<file path="src/rtl/muldiv_if.sv">
// muldiv_if: request/result bundle between the pipeline and the iterative multiply/divide unit
interface muldiv_if;
  logic        start;
  logic [2:0]  op;
  logic [31:0] a;
  logic [31:0] b;
  logic        busy;
  logic        done;
  logic [31:0] hi;
  logic [31:0] lo;
  modport master (output start, op, a, b, input busy, done, hi, lo);
  modport slave (input start, op, a, b, output busy, done, hi, lo);
endinterface

</file>
<file path="src/rtl/muldiv.sv">
// muldiv: 32-bit MIPS-style HI/LO unit; one bit per cycle shift-add multiply and restoring divide
module muldiv (
  input logic     clk,
  input logic     rst_n,
  muldiv_if.slave bus
);
  typedef enum logic [1:0] {IDLE, CALC, FIX} state_t;
  state_t      state, state_nx;
  logic [4:0]  cnt;
  logic [63:0] acc;
  logic [31:0] m;
  logic        is_div, neg_q, neg_r;
  logic        go, sgn;
  logic [31:0] mag_a, mag_b, q_fix, r_fix;
  logic [32:0] sum, r_sh, diff;
  logic [63:0] step, p_fix;
  assign go    = state == IDLE && bus.start && !bus.op[2];
  assign sgn   = !bus.op[0];
  assign mag_a = sgn && bus.a[31] ? -bus.a : bus.a;
  assign mag_b = sgn && bus.b[31] ? -bus.b : bus.b;
  // acc holds {partial product, multiplier} for MULT and {remainder, quotient/dividend} for DIV
  assign sum   = {1'b0, acc[63:32]} + {1'b0, acc[0] ? m : 32'd0};
  assign r_sh  = acc[63:31];
  assign diff  = r_sh - {1'b0, m};
  assign step  = is_div ? (diff[32] ? {r_sh[31:0], acc[30:0], 1'b0} : {diff[31:0], acc[30:0], 1'b1})
                        : {sum, acc[31:1]};
  assign q_fix = neg_q ? -acc[31:0] : acc[31:0];
  assign r_fix = neg_r ? -acc[63:32] : acc[63:32];
  assign p_fix = neg_q ? -acc : acc;
  assign bus.busy = state != IDLE;
  always_ff @(posedge clk or negedge rst_n)
    if (!rst_n) state <= IDLE;
    else state <= state_nx;
  always_comb begin
    state_nx = state;
    case (state)
      IDLE:    state_nx = go ? CALC : IDLE;
      CALC:    state_nx = cnt == 5'd31 ? FIX : CALC;
      default: state_nx = IDLE;
    endcase
  end
  always_ff @(posedge clk or negedge rst_n)
    if (!rst_n) begin
      cnt      <= '0;
      acc      <= '0;
      m        <= '0;
      is_div   <= 1'b0;
      neg_q    <= 1'b0;
      neg_r    <= 1'b0;
      bus.done <= 1'b0;
      bus.hi   <= '0;
      bus.lo   <= '0;
    end else begin
      bus.done <= state == FIX;
      if (go) begin
        cnt    <= '0;
        acc    <= {32'd0, bus.op[1] ? mag_a : mag_b};
        m      <= bus.op[1] ? mag_b : mag_a;
        is_div <= bus.op[1];
        neg_q  <= sgn && (bus.a[31] ^ bus.b[31]);
        neg_r  <= sgn && bus.a[31];
      end else if (state == CALC) begin
        acc <= step;
        cnt <= cnt + 5'd1;
      end else if (state == FIX) begin
        // divide by zero: remainder already reconstructs a; quotient is forced to all ones
        bus.hi <= is_div ? r_fix : p_fix[63:32];
        bus.lo <= is_div ? (m == 32'd0 ? 32'hFFFF_FFFF : q_fix) : p_fix[31:0];
      end else if (state == IDLE && bus.start && bus.op == 3'd4) begin
        bus.hi <= bus.a;
      end else if (state == IDLE && bus.start && bus.op == 3'd5) begin
        bus.lo <= bus.a;
      end
    end
endmodule
</file>
<file path="src/flat_wrapper.sv">
// flat-port wrapper written by rule: the top's interface ports become plain ports
module muldiv_flat 
  (clk, rst_n, bus_start, bus_op, bus_a, bus_b, bus_busy, bus_done, bus_hi, bus_lo);
  muldiv_if bus_i ();
  input logic clk;
  input logic rst_n;
  input wire logic [$bits(bus_i.start)-1:0] bus_start;
  input wire logic [$bits(bus_i.op)-1:0] bus_op;
  input wire logic [$bits(bus_i.a)-1:0] bus_a;
  input wire logic [$bits(bus_i.b)-1:0] bus_b;
  output wire logic [$bits(bus_i.busy)-1:0] bus_busy;
  output wire logic [$bits(bus_i.done)-1:0] bus_done;
  output wire logic [$bits(bus_i.hi)-1:0] bus_hi;
  output wire logic [$bits(bus_i.lo)-1:0] bus_lo;
  assign bus_i.start = bus_start;
  assign bus_i.op = bus_op;
  assign bus_i.a = bus_a;
  assign bus_i.b = bus_b;
  assign bus_busy = bus_i.busy;
  assign bus_done = bus_i.done;
  assign bus_hi = bus_i.hi;
  assign bus_lo = bus_i.lo;
  muldiv u_core (.clk(clk), .rst_n(rst_n), .bus(bus_i));
endmodule
</file>
<file path="config.mk">
export PLATFORM = sky130hd
export DESIGN_NAME = muldiv_flat
export DESIGN_NICKNAME = d
export VERILOG_FILES = /design/src/rtl/muldiv_if.sv /design/src/rtl/muldiv.sv /design/src/flat_wrapper.sv
export SDC_FILE = /design/constraint.sdc
export NUM_CORES = 1
export LEC_CHECK = 0
export BUFFER_PORTS_ARGS = -buffer_cell sky130_fd_sc_hd__buf_2
export CAP_MARGIN = 20
export CORE_MARGIN = 2
export CORE_UTILIZATION = 40
export CTS_BUF_LIST = sky130_fd_sc_hd__clkbuf_8
export DETAILED_ROUTE_END_ITERATION = 12
export GPL_TIMING_DRIVEN = 0
export HOLD_SLACK_MARGIN = 0.08
export PLACE_DENSITY = 0.57
export SLEW_MARGIN = 20
export SYNTH_ARGS = -nofsm -noshare
export SYNTH_HDL_FRONTEND = slang
export SYNTH_SLANG_ARGS = --single-unit
export TNS_END_PERCENT = 5
</file>
<file path="constraint.sdc">
create_clock -name clk -period 6.4 [get_ports clk]
set_input_delay 1.28 -clock clk [delete_from_list [all_inputs] [get_ports clk]]
set_output_delay 1.28 -clock clk [all_outputs]
set_load 0.01 [all_outputs]
</file>
==> results of run 1 <==
sequential cells by signal (all words and copies together) (netlist names):
register         flops
u_core.acc          64
u_core.bus.done      1
u_core.bus.hi       32
u_core.bus.lo       32
u_core.cnt           5
u_core.is_div        1
u_core.m            32
u_core.neg_q         1
u_core.neg_r         1
u_core.state         2
final cells by class:
class,count,share of cell area
clock inverters,13,0.00897
repair buffers,133,0.0424
inverters,57,0.0130
plain buffers,122,0.0297
well taps,468,0.0356
multi-input cells,1521,0.594
clock buffers,19,0.0159
flip-flops and latches,171,0.260
metrics by stage:
stage          hold WS, ns  area [um^2]  worst slack (ns)  utilization  total power, mW
3_5_place_dp         0.468        16000              1.98        0.440             8.85
3_3_place_gp         0.461        16000              1.06        0.439             8.82
2_1_floorplan        0.450        14800              2.82            -             6.78
4_1_cts              0.492        16500              1.93        0.452             9.71
5_1_grt              0.505        16500              1.62        0.452             10.6
6_report             0.486        16500              1.94        0.452             9.82
cells in the final DEF, fill, tap and decap left out, types with 17 or more instances in the layout:
master / synthesis / final
xnor2_1: 120 / 120
o21ai_0: 217 / 217
dfrtp_1: 171 / 171
clkbuf_8: 0 / 19
o221ai_1: 23 / 23
nor4_1: 20 / 20
or3_1: 21 / 21
o31ai_1: 28 / 28
mux2i_1: 68 / 68
clkbuf_1: 104 / 104
a21oi_1: 142 / 142
buf_2: 4 / 135
nand2b_1: 25 / 25
ha_1: 70 / 70
inv_1: 56 / 56
nand2_1: 201 / 201
nor3_1: 30 / 30
a22oi_1: 29 / 29
nand3_1: 45 / 45
nor2b_1: 17 / 17
xor2_1: 53 / 53
nor2_1: 139 / 139
o22ai_1: 32 / 32
a21o_1: 20 / 20
o211ai_1: 29 / 29
path summary, 6_finish.rpt:
| check | from | slack, ns | to |
|---|---|---|---|
| setup / recovery | u_core.acc[0]$_DFFE_PN0N_ | 1.94 | u_core.acc[61]$_DFFE_PN0N_ |
| hold / removal | u_core.bus.lo[1]$_DFFE_PN0P_ | 0.49 | u_core.bus.lo[1]$_DFFE_PN0P_ |
| setup reg to reg | u_core.acc[0]$_DFFE_PN0N_ | 1.94 | u_core.acc[61]$_DFFE_PN0N_ |
| hold reg to reg | u_core.bus.lo[1]$_DFFE_PN0P_ | 0.49 | u_core.bus.lo[1]$_DFFE_PN0P_ |
| max in group asynchronous | rst_n | 4.69 | u_core.bus.hi[6]$_DFFE_PN0P_ |
| min in group asynchronous | rst_n | 0.80 | u_core.acc[13]$_DFFE_PN0N_ |
cell families (layout without fill, tap and decap cells):
kind of cell	Yosys count	count (layout)	share of synthesized area
buf+inv	179	344	0.0476
fa+ha+maj	72	72	0.0620
flops	171	171	0.290
xor+xnor	173	173	0.103
simple gates	581	581	0.190
compound gates	626	626	0.261
mux	69	69	0.0469
layer usage:
layer	GRT usage	up-vias	wire length, um
met4	0.0993	0	1710
met1	0.465	7461	28300
met2	0.472	717	25600
met5	0	-	0
met3	0.0499	84	5000
li1	-	7115	-
where the power goes:
| part | internal [mW] | total (mW) | switching [mW] |
|---|---|---|---|
| clock network | 0.346 | 0.833 | 0.487 |
| registers | 1.62 | 2.41 | 0.793 |
| logic | 2.63 | 6.57 | 3.94 |
tightest hold or removal path, delay by kind of cell, from the launching register on:
kind	cells	cell delay, ns
AO/OA/AOI/OAI	1	0.06
flip-flops	1	0.35
AND/OR/NAND/NOR	1	0.04
==> out/metrics.cfg, run 1 <==
[placement]
dp_hpwl_mm = 48.1
port_buffers = 132
place_inst = 2472
gp_congestion = 0.974

[critical_path]
r2r_cells = 14
cpPeakStageDelay_ns = 0.65
crit_top_cell = clkbuf_1
worstPathRequired_ns = 6.81
critical-path-top-delay-family = compound AO/OA/AOI/OAI gates
crit_buf_inv = 3
cp-end-kind = register
cp_cell_sequence = inv_1 > clkbuf_1 > nor2_1 > ha_1 > clkbuf_1 > o2111ai_1 > a31oi_1 > a311o_1 > a41oi_1 > o31ai_1 > nand4_1 > a211oi_1 > a21oi_1 > o211ai_1
critPathKind = register to register
slowest_stage = a31oi_1
cp-start-kind = register
crit_fanout = 10
cp.arrival_ns = 4.87
cp.depth = 14

[floorplanning]
die_y_um = 196
pin_count = 136
die_w_um = 196
core_um2 = 36400
die-area_um2 = 38500
rows = 70
start_util = 0.405

[cts]
cts_buffers = 17
cts.clk_slew.worst_paths_ns = 0.11
htreeDepth = 4
tritoncts = built
cts_buffer_depth = 2
cts_resized = 0
clockRootBuffer = clkbuf_8
cts.hold.buffers_added = 0
cts.sinks = 171
clkLatencyLatePin_ns = 0.51
post_cts.repair.setup_buffers = 0

[hold_path]
hold_depth = 2
min_path_type = register to register

[grt]
grt_pass1_wl_mm = 91.1
grt_pass1_vias = 14400
antenna_found_initial = 0
grt_usage = 0.316
grt_start_max_net_pins = 90
overflow = 0

[timing]
setup-tns-final_ns = 0
worst_pin_slew_ns = 0.967
drv_slew = 0
min_period_ns = 4.46
max_freq_ghz = 0.224
hold_viol = 0
finalSetupViolations = 0
skew_ns = 0.0249
rsz0062_at_grt = false
relSlewSlack = 0.355
fin_crit_sh = 0.697

[yosys]
synth_common_cells = o21ai_0, nand2_1, dfrtp_1
async_reset_ff_frac = 1.00
ys.flop_type = dfrtp_1
yosys.area.top_type = dfrtp_1
synth_edf_count = 0
yosys.area.top_type_share = 0.290
syn_area_um2 = 14800
yosysWarnings = 0
synth.most_common_cell = o21ai_0
synthDistinctLibCells = 80
synth_area_leaders = dfrtp_1, o21ai_0, xnor2_1
syn_nets = 2013
syn_inst = 1871
syn-mean-instance-area_um2 = 7.89
seq_area_frac_synth = 0.290
synth-seq-cells = 171

[detailed_routing]
num_vias = 15400
drc_errors = 0
wire_per_inst_um = 24.2
drtPass1Iterations = 6
drtAntennaViolNets = 0
via_per_inst = 6.14
drt_iter0_drc = 1663
drt_wl_total_mm = 60.6

[cells_and_area]
multi_input_area_um2 = 9780
seq_area_um2 = 4280
post_route_cells_drive_above_1_share = 0.0997
fin_cells = 2504
layout.nets = 2165
antennaDiodeCount = 0
area_growth_pct = 11.5
nFillCells = 3746

[run]
drv_cap = 0

[outcome]
status = completed

[power]
leakage_nw = 6.91
p_per_area_nw_per_um2 = 597
vdd_drop_max_mv = 0.302

Note: power is estimated with default switching activity, not from simulation.
==> run 2: changes to the inputs <==
==> constraint.sdc (replaced) <==
create_clock -name clk -period 4.45 [get_ports clk]
set_input_delay 0.89 -clock clk [delete_from_list [all_inputs] [get_ports clk]]
set_output_delay 0.89 -clock clk [all_outputs]
set_load 0.01 [all_outputs]
==> out/metrics.cfg, run 2 (synthesized netlist as in run 1, its figures left out) <==
[floorplanning]
start_util = 0.405  ; unchanged
rows = 70  ; unchanged
die_w_um = 196  ; unchanged
core_um2 = 36400  ; unchanged
die_y_um = 196  ; unchanged
pin_count = 136  ; unchanged
die-area_um2 = 38500  ; unchanged

[power]
leakage_nw = 6.92  ; was 6.91 nW
p_total_mw = 14.1  ; was 9.82 mW
vdd_drop_max_mv = 0.431  ; was 0.302 mV
p_per_area_nw_per_um2 = 858  ; was 597 nW/um^2

[cells_and_area]
fin_cells = 2505  ; was 2,504
largest_register = u_core.acc  ; unchanged
multi_input_area_um2 = 9780  ; about the same
post_route_cells_drive_above_1_share = 0.101  ; was 0.0997
seq_area_um2 = 4280  ; unchanged
utilization = 0.452  ; about the same
layout.nets = 2165  ; unchanged
mostFrequentLayoutCells = o21ai_0, nand2_1, dfrtp_1  ; unchanged
final_common_cell = o21ai_0  ; unchanged
largest_reg_flops = 64  ; unchanged
area_growth_pct = 11.5  ; about the same
nFillCells = 3742  ; was 3,746

[detailed_routing]
wire_per_inst_um = 24.2  ; about the same
drc_errors = 0  ; unchanged
drtPass1Iterations = 5  ; was 6
num_vias = 15300  ; was 15.4k
drt_wl_total_mm = 60.7  ; was 60.6 mm
via_per_inst = 6.09  ; was 6.14
drtAntennaViolNets = 0  ; unchanged
drt_iter0_drc = 1626  ; was 1,663

[cts]
htreeDepth = 4  ; unchanged
post_cts.repair.setup_buffers = 0  ; unchanged
cts_buffers = 17  ; unchanged
tritoncts = built  ; unchanged
cts.hold.buffers_added = 0  ; unchanged
clkLatencyLatePin_ns = 0.51  ; about the same
cts_buffer_depth = 2  ; unchanged
cts.clk_slew.worst_paths_ns = 0.11  ; about the same
clockRootBuffer = clkbuf_8  ; unchanged
cts.sinks = 171  ; unchanged

[timing]
finalSetupViolations = 0  ; unchanged
max_freq_ghz = 0.235  ; was 0.224 GHz
hold_viol = 0  ; unchanged
drv_slew = 0  ; unchanged
min_period_ns = 4.25  ; was 4.46 ns
rsz0062_at_grt = false  ; unchanged
fin_crit_sh = 0.955  ; was 0.697
skew_ns = 0.0258  ; was 0.0249 ns
setup-tns-final_ns = 0  ; unchanged
worst_pin_slew_ns = 0.991  ; was 0.967 ns
relSlewSlack = 0.339  ; was 0.355
fin_ws_ns = 0.201  ; was 1.94 ns

[grt]
overflow = 0  ; unchanged
grt_util_met1 = 0.465  ; about the same
grt_pass1_wl_mm = 91.1  ; about the same
met2_usage = 0.472  ; unchanged
grt_busiest_layer = met2  ; unchanged
grtUsageMet3 = 0.0499  ; unchanged
grt_pass1_vias = 14400  ; unchanged
grt_start_max_net_pins = 90  ; unchanged
antenna_found_initial = 0  ; unchanged
grt_usage = 0.316  ; about the same

[placement]
dp_hpwl_mm = 48.1  ; unchanged
gp_congestion = 0.974  ; unchanged
place_inst = 2472  ; unchanged
port_buffers = 132  ; unchanged
pre_cts_slack_ns = 0.0286  ; was 1.98 ns

[hold_path]
min_path_type = input pin to asynchronous set/reset pin  ; was register to register

[critical_path]
cp-start-kind = register  ; unchanged
cp-end-kind = register  ; unchanged
critPathKind = register to register  ; unchanged
crit_fanout = 10  ; unchanged
cp.arrival_ns = 4.60  ; was 4.87 ns
worstPathRequired_ns = 4.80  ; was 6.81 ns

[outcome]
status = completed  ; unchanged

[run]
drv_cap = 0  ; unchanged

[run 2: cell count changes in the layout (fill, tap and decap cells not counted)]
cell,change
a31oi_1,-1
diode_2,+1
clkbuf_1,-1
clkbuf_2,+1
a31oi_2,+1
[run 2: layout make-up]
type	count	share of cell area
Buffer	122	0.0298
Timing Repair Buffer	133	0.0424
Inverter	57	0.0130
Multi-Input combinational cell	1521	0.594
Clock inverter	13	0.00897
Sequential cell	171	0.260
Antenna cell	1	0.000152
Clock buffer	19	0.0159
Tap cell	468	0.0356
[run 2: worst paths after layout]
check / from / to / slack, ns / depth (start not counted)
max in group asynchronous: rst_n / u_core.bus.hi[6]$_DFFE_PN0P_ / 3.12 / 2
min reg2reg: u_core.bus.lo[1]$_DFFE_PN0P_ / u_core.bus.lo[1]$_DFFE_PN0P_ / 0.49 / 2
max reg2reg: u_core.acc[31]$_DFFE_PN0N_ / u_core.acc[60]$_DFFE_PN0N_ / 0.20 / 14
max: u_core.acc[31]$_DFFE_PN0N_ / u_core.acc[60]$_DFFE_PN0N_ / 0.20 / 14
min: rst_n / u_core.acc[13]$_DFFE_PN0N_ / 0.41 / 1
min in group clk: u_core.bus.lo[1]$_DFFE_PN0P_ / u_core.bus.lo[1]$_DFFE_PN0P_ / 0.49 / 2
[run 2: where the power goes]
group | internal, mW | total (mW) | switching [mW]
sequential | 2.33 | 3.47 | 1.14
clock | 0.498 | 1.20 | 0.705
combinational | 3.78 | 9.45 | 5.67
total | 6.61 | 14.1 | 7.52
[run 2: layer usage]
layer | up-vias | wire length (um)
li1 | 7110 | -
met1 | 7388 | 28000
met2 | 672 | 25700
met3 | 83 | 5340
met4 | 0 | 1710
met5 | - | 0
[run 2: timing repair]
| action | CTS | global route |
|---|---|---|
| endpoints found under the hold margin | 0 | 0 |
| resized for setup | 1 | 2 |
| pin swaps | 0 | 0 |
| endpoints found under the setup margin | 1 | 5 |
[run 2: through the flow]
step	cell area (um^2)	hold slack, ns
floorplan	14800	0.450
global placement	16000	0.461
detailed placement	16000	0.468
CTS	16500	0.418
global route	16500	0.445
finish	16500	0.407
[run 2: critical path, stage by stage, from the launching register on]
cell and delay [ns]:
dfrtp_1 0.50, inv_1 0.17, ha_1 0.23, fa_1 0.26
nand2b_1 0.15, a21oi_1 0.10, o2111a_1 0.32, nor4_1 0.47
o21ai_1 0.35, o31a_1 0.39, o211ai_2 0.29, buf_6 0.25
mux2_2 0.35, a22oi_1 0.14, o21ai_0 0.12
==> run 3: changes to the inputs <==
--- a/config.mk
+++ b/config.mk
@@ -10,10 +10,12 @@
 export CORE_MARGIN = 2
 export CORE_UTILIZATION = 40
 export CTS_BUF_LIST = sky130_fd_sc_hd__clkbuf_8
+export CTS_CLUSTER_SIZE = 30
 export DETAILED_ROUTE_END_ITERATION = 12
 export GPL_TIMING_DRIVEN = 0
 export HOLD_SLACK_MARGIN = 0.08
 export PLACE_DENSITY = 0.57
+export SETUP_SLACK_MARGIN = 0.5
 export SLEW_MARGIN = 20
 export SYNTH_ARGS = -nofsm -noshare
 export SYNTH_HDL_FRONTEND = slang
==> out/metrics.cfg, run 3 (synthesized netlist as in run 1, its figures left out) <==
[detailed_routing]
drc_errors = 0  ; unchanged
num_vias = 15300  ; about the same
via_per_inst = 6.10  ; was 6.09
drt_iter0_drc = 1622  ; was 1,626
top_layer_used = met4  ; unchanged
met2_wirelength_mm = 25.8  ; was 25.7 mm
drtPass1Iterations = 6  ; was 5
m1WireLength_mm = 28.4  ; was 28.0 mm
wl_met3_mm = 5.07  ; was 5.34 mm
drt_wl_total_mm = 60.9  ; was 60.7 mm
drtAntennaViolNets = 0  ; unchanged
wire_per_inst_um = 24.3  ; was 24.2 um

[critical_path]
r2r_cells = 14  ; unchanged
crit_fanout = 10  ; unchanged
cp-end-kind = register  ; unchanged
crit_start = u_core.acc[31]$_DFFE_PN0N_  ; unchanged
cp-start-kind = register  ; unchanged
critPathKind = register to register  ; unchanged
crit_buf_inv = 2  ; unchanged
worstPathRequired_ns = 4.79  ; was 4.80 ns
slowest_stage = dfrtp_2  ; was dfrtp_1
critical-path-top-delay-family = compound AO/OA/AOI/OAI gates  ; unchanged
cp.depth = 14  ; unchanged
cp.arrival_ns = 4.19  ; was 4.60 ns
cpPeakStageDelay_ns = 0.49  ; was 0.50 ns
timing.rr.start = u_core.acc[31]$_DFFE_PN0N_  ; unchanged
cp_cell_sequence = inv_1 > ha_1 > fa_2 > nand2b_1 > a21oi_1 > o2111a_1 > nor4_4 > o21ai_4 > o31a_1 > o211ai_4 > buf_6 > mux2_2 > a22oi_1 > o21ai_0  ; was inv_1 > ha_1 > fa_1 > nand2b_1 > a21oi_1 > o2111a_1 > nor4_1 > o21ai_1 > o31a_1 > o211ai_2 > buf_6 > mux2_2 > a22oi_1 > o21ai_0

[floorplanning]
rows = 70  ; unchanged
core_um2 = 36400  ; unchanged
die-area_um2 = 38500  ; unchanged
die_y_um = 196  ; unchanged
die_w_um = 196  ; unchanged
pin_count = 136  ; unchanged
start_util = 0.405  ; unchanged

[hold_path]
min_path_type = input pin to asynchronous set/reset pin  ; unchanged

[grt]
grt_pass1_vias = 14400  ; about the same
grt_usage = 0.316  ; about the same
overflow = 0  ; unchanged
grt_start_max_net_pins = 90  ; unchanged
grt_pass1_wl_mm = 91.1  ; about the same
antenna_found_initial = 0  ; unchanged

[placement]
gp_congestion = 0.974  ; unchanged
place_area_um2 = 16000  ; unchanged
dp_hpwl_mm = 48.1  ; unchanged
port_buffers = 132  ; unchanged

[cts]
cts_buffer_depth = 2  ; unchanged
cts.clk_slew.worst_paths_ns = 0.11  ; about the same
htreeDepth = 4  ; unchanged
cts.sinks = 171  ; unchanged
cts_buffers = 17  ; unchanged
clkLatencyLatePin_ns = 0.51  ; about the same
tritoncts = built  ; unchanged
clockRootBuffer = clkbuf_8  ; unchanged

[timing]
min_period_ns = 3.85  ; was 4.25 ns
rsz0062_at_grt = true  ; was false
fin_crit_sh = 0.865  ; was 0.955
finalSetupViolations = 0  ; unchanged
hold_viol = 0  ; unchanged
worst_pin_slew_ns = 0.993  ; was 0.991 ns
max_freq_ghz = 0.260  ; was 0.235 GHz
setup-tns-final_ns = 0  ; unchanged
drv_slew = 0  ; unchanged
skew_ns = 0.0255  ; was 0.0258 ns
relSlewSlack = 0.338  ; was 0.339
whs_ns = 0.412  ; was 0.407 ns

[power]
p_total_mw = 14.4  ; was 14.1 mW
power_frac_comb = 0.675  ; was 0.669
switching_share = 0.530  ; was 0.532
leakage_nw = 6.96  ; was 6.92 nW
clkPwrFrac = 0.083  ; was 0.085
switchingPower_mw = 7.61  ; was 7.52 mW
p_per_area_nw_per_um2 = 865  ; was 858 nW/um^2
pwr-share-seq = 0.241  ; was 0.246
vdd_drop_max_mv = 0.470  ; was 0.431 mV
p_int_mw = 6.74  ; was 6.61 mW

[run]
drv_cap = 0  ; unchanged

[cells_and_area]
utilization = 0.455  ; was 0.452
final_common_cell = o21ai_0  ; unchanged
post_route_cells_drive_above_1_share = 0.110  ; was 0.101
area_growth_pct = 12.4  ; was 11.5%
nFillCells = 3737  ; was 3,742
layout.nets = 2172  ; was 2,165
final_area_um2 = 16600  ; was 16,500 um^2
largest_register = u_core.acc  ; unchanged
mostFrequentLayoutCells = o21ai_0, nand2_1, dfrtp_1  ; unchanged
largest_reg_flops = 64  ; unchanged

[outcome]
status = completed  ; unchanged

==> run 3: final timing paths <==
check	to	slack, ns
worst min-delay path	u_core.acc[13]$_DFFE_PN0N_	0.41
worst min register to register	u_core.bus.lo[1]$_DFFE_PN0P_	0.49
worst max-delay path	u_core.acc[60]$_DFFE_PN0N_	0.60
max in group asynchronous	u_core.bus.hi[6]$_DFFE_PN0P_	3.13
worst max register to register	u_core.acc[60]$_DFFE_PN0N_	0.60
min in group clk	u_core.bus.lo[1]$_DFFE_PN0P_	0.49
==> run 3: power groups by stage <==
stage | registers (mW) | clock network [mW] | logic, mW
floorplan | 3.08 | 0 | 6.67
global placement | 3.42 | 0 | 9.26
detailed placement | 3.44 | 0 | 9.29
CTS | 3.40 | 1.21 | 9.38
global route | 3.53 | 1.28 | 10.7
finish | 3.46 | 1.20 | 9.69
==> run 3: routing by layer <==
metal / up-vias / GRT usage
met3: 83 / 0.0504
met2: 655 / 0.472
met4: 0 / 0.102
li1: 7131 / -
met5: - / 0
met1: 7460 / 0.464
==> run 3: final cells by class <==
cell class / instances / area [um^2] / area share
diodes: 1 / 2.50 / 0.000151
plain buffers: 122 / 495 / 0.0299
clock buffers: 19 / 262 / 0.0158
clock inverters: 13 / 148 / 0.00890
inverters: 57 / 214 / 0.0129
multi-input cells: 1521 / 9850 / 0.594
flip-flops and latches: 171 / 4280 / 0.258
well taps: 468 / 586 / 0.0353
repair buffers: 140 / 751 / 0.0452
==> run 3: repair_timing <==
action,in CTS,in global routing
pin swaps,0,5
setup buffers,0,7
endpoints found under the setup margin,33,32
gates resized for setup,6,18
hold buffers,0,0
endpoints found under the hold margin,0,0
cloned,0,0
==> run 3: worst register-to-register path: cells and delay by family, from the launching register on <==
kind	cells	cell delay [ns]
compound gates	7	1.44
simple gates	2	0.56
flops	1	0.49
fa+ha+maj	2	0.48
buf+inv	2	0.37
mux	1	0.35
==> run 3: metrics by stage <==
step,setup slack [ns],cells
after global placement,-0.502,2471
after floorplan,1.26,1871
after detailed placement,0.0286,2472
after CTS,0.480,2504
final,0.602,2512
after global routing,0.460,2511
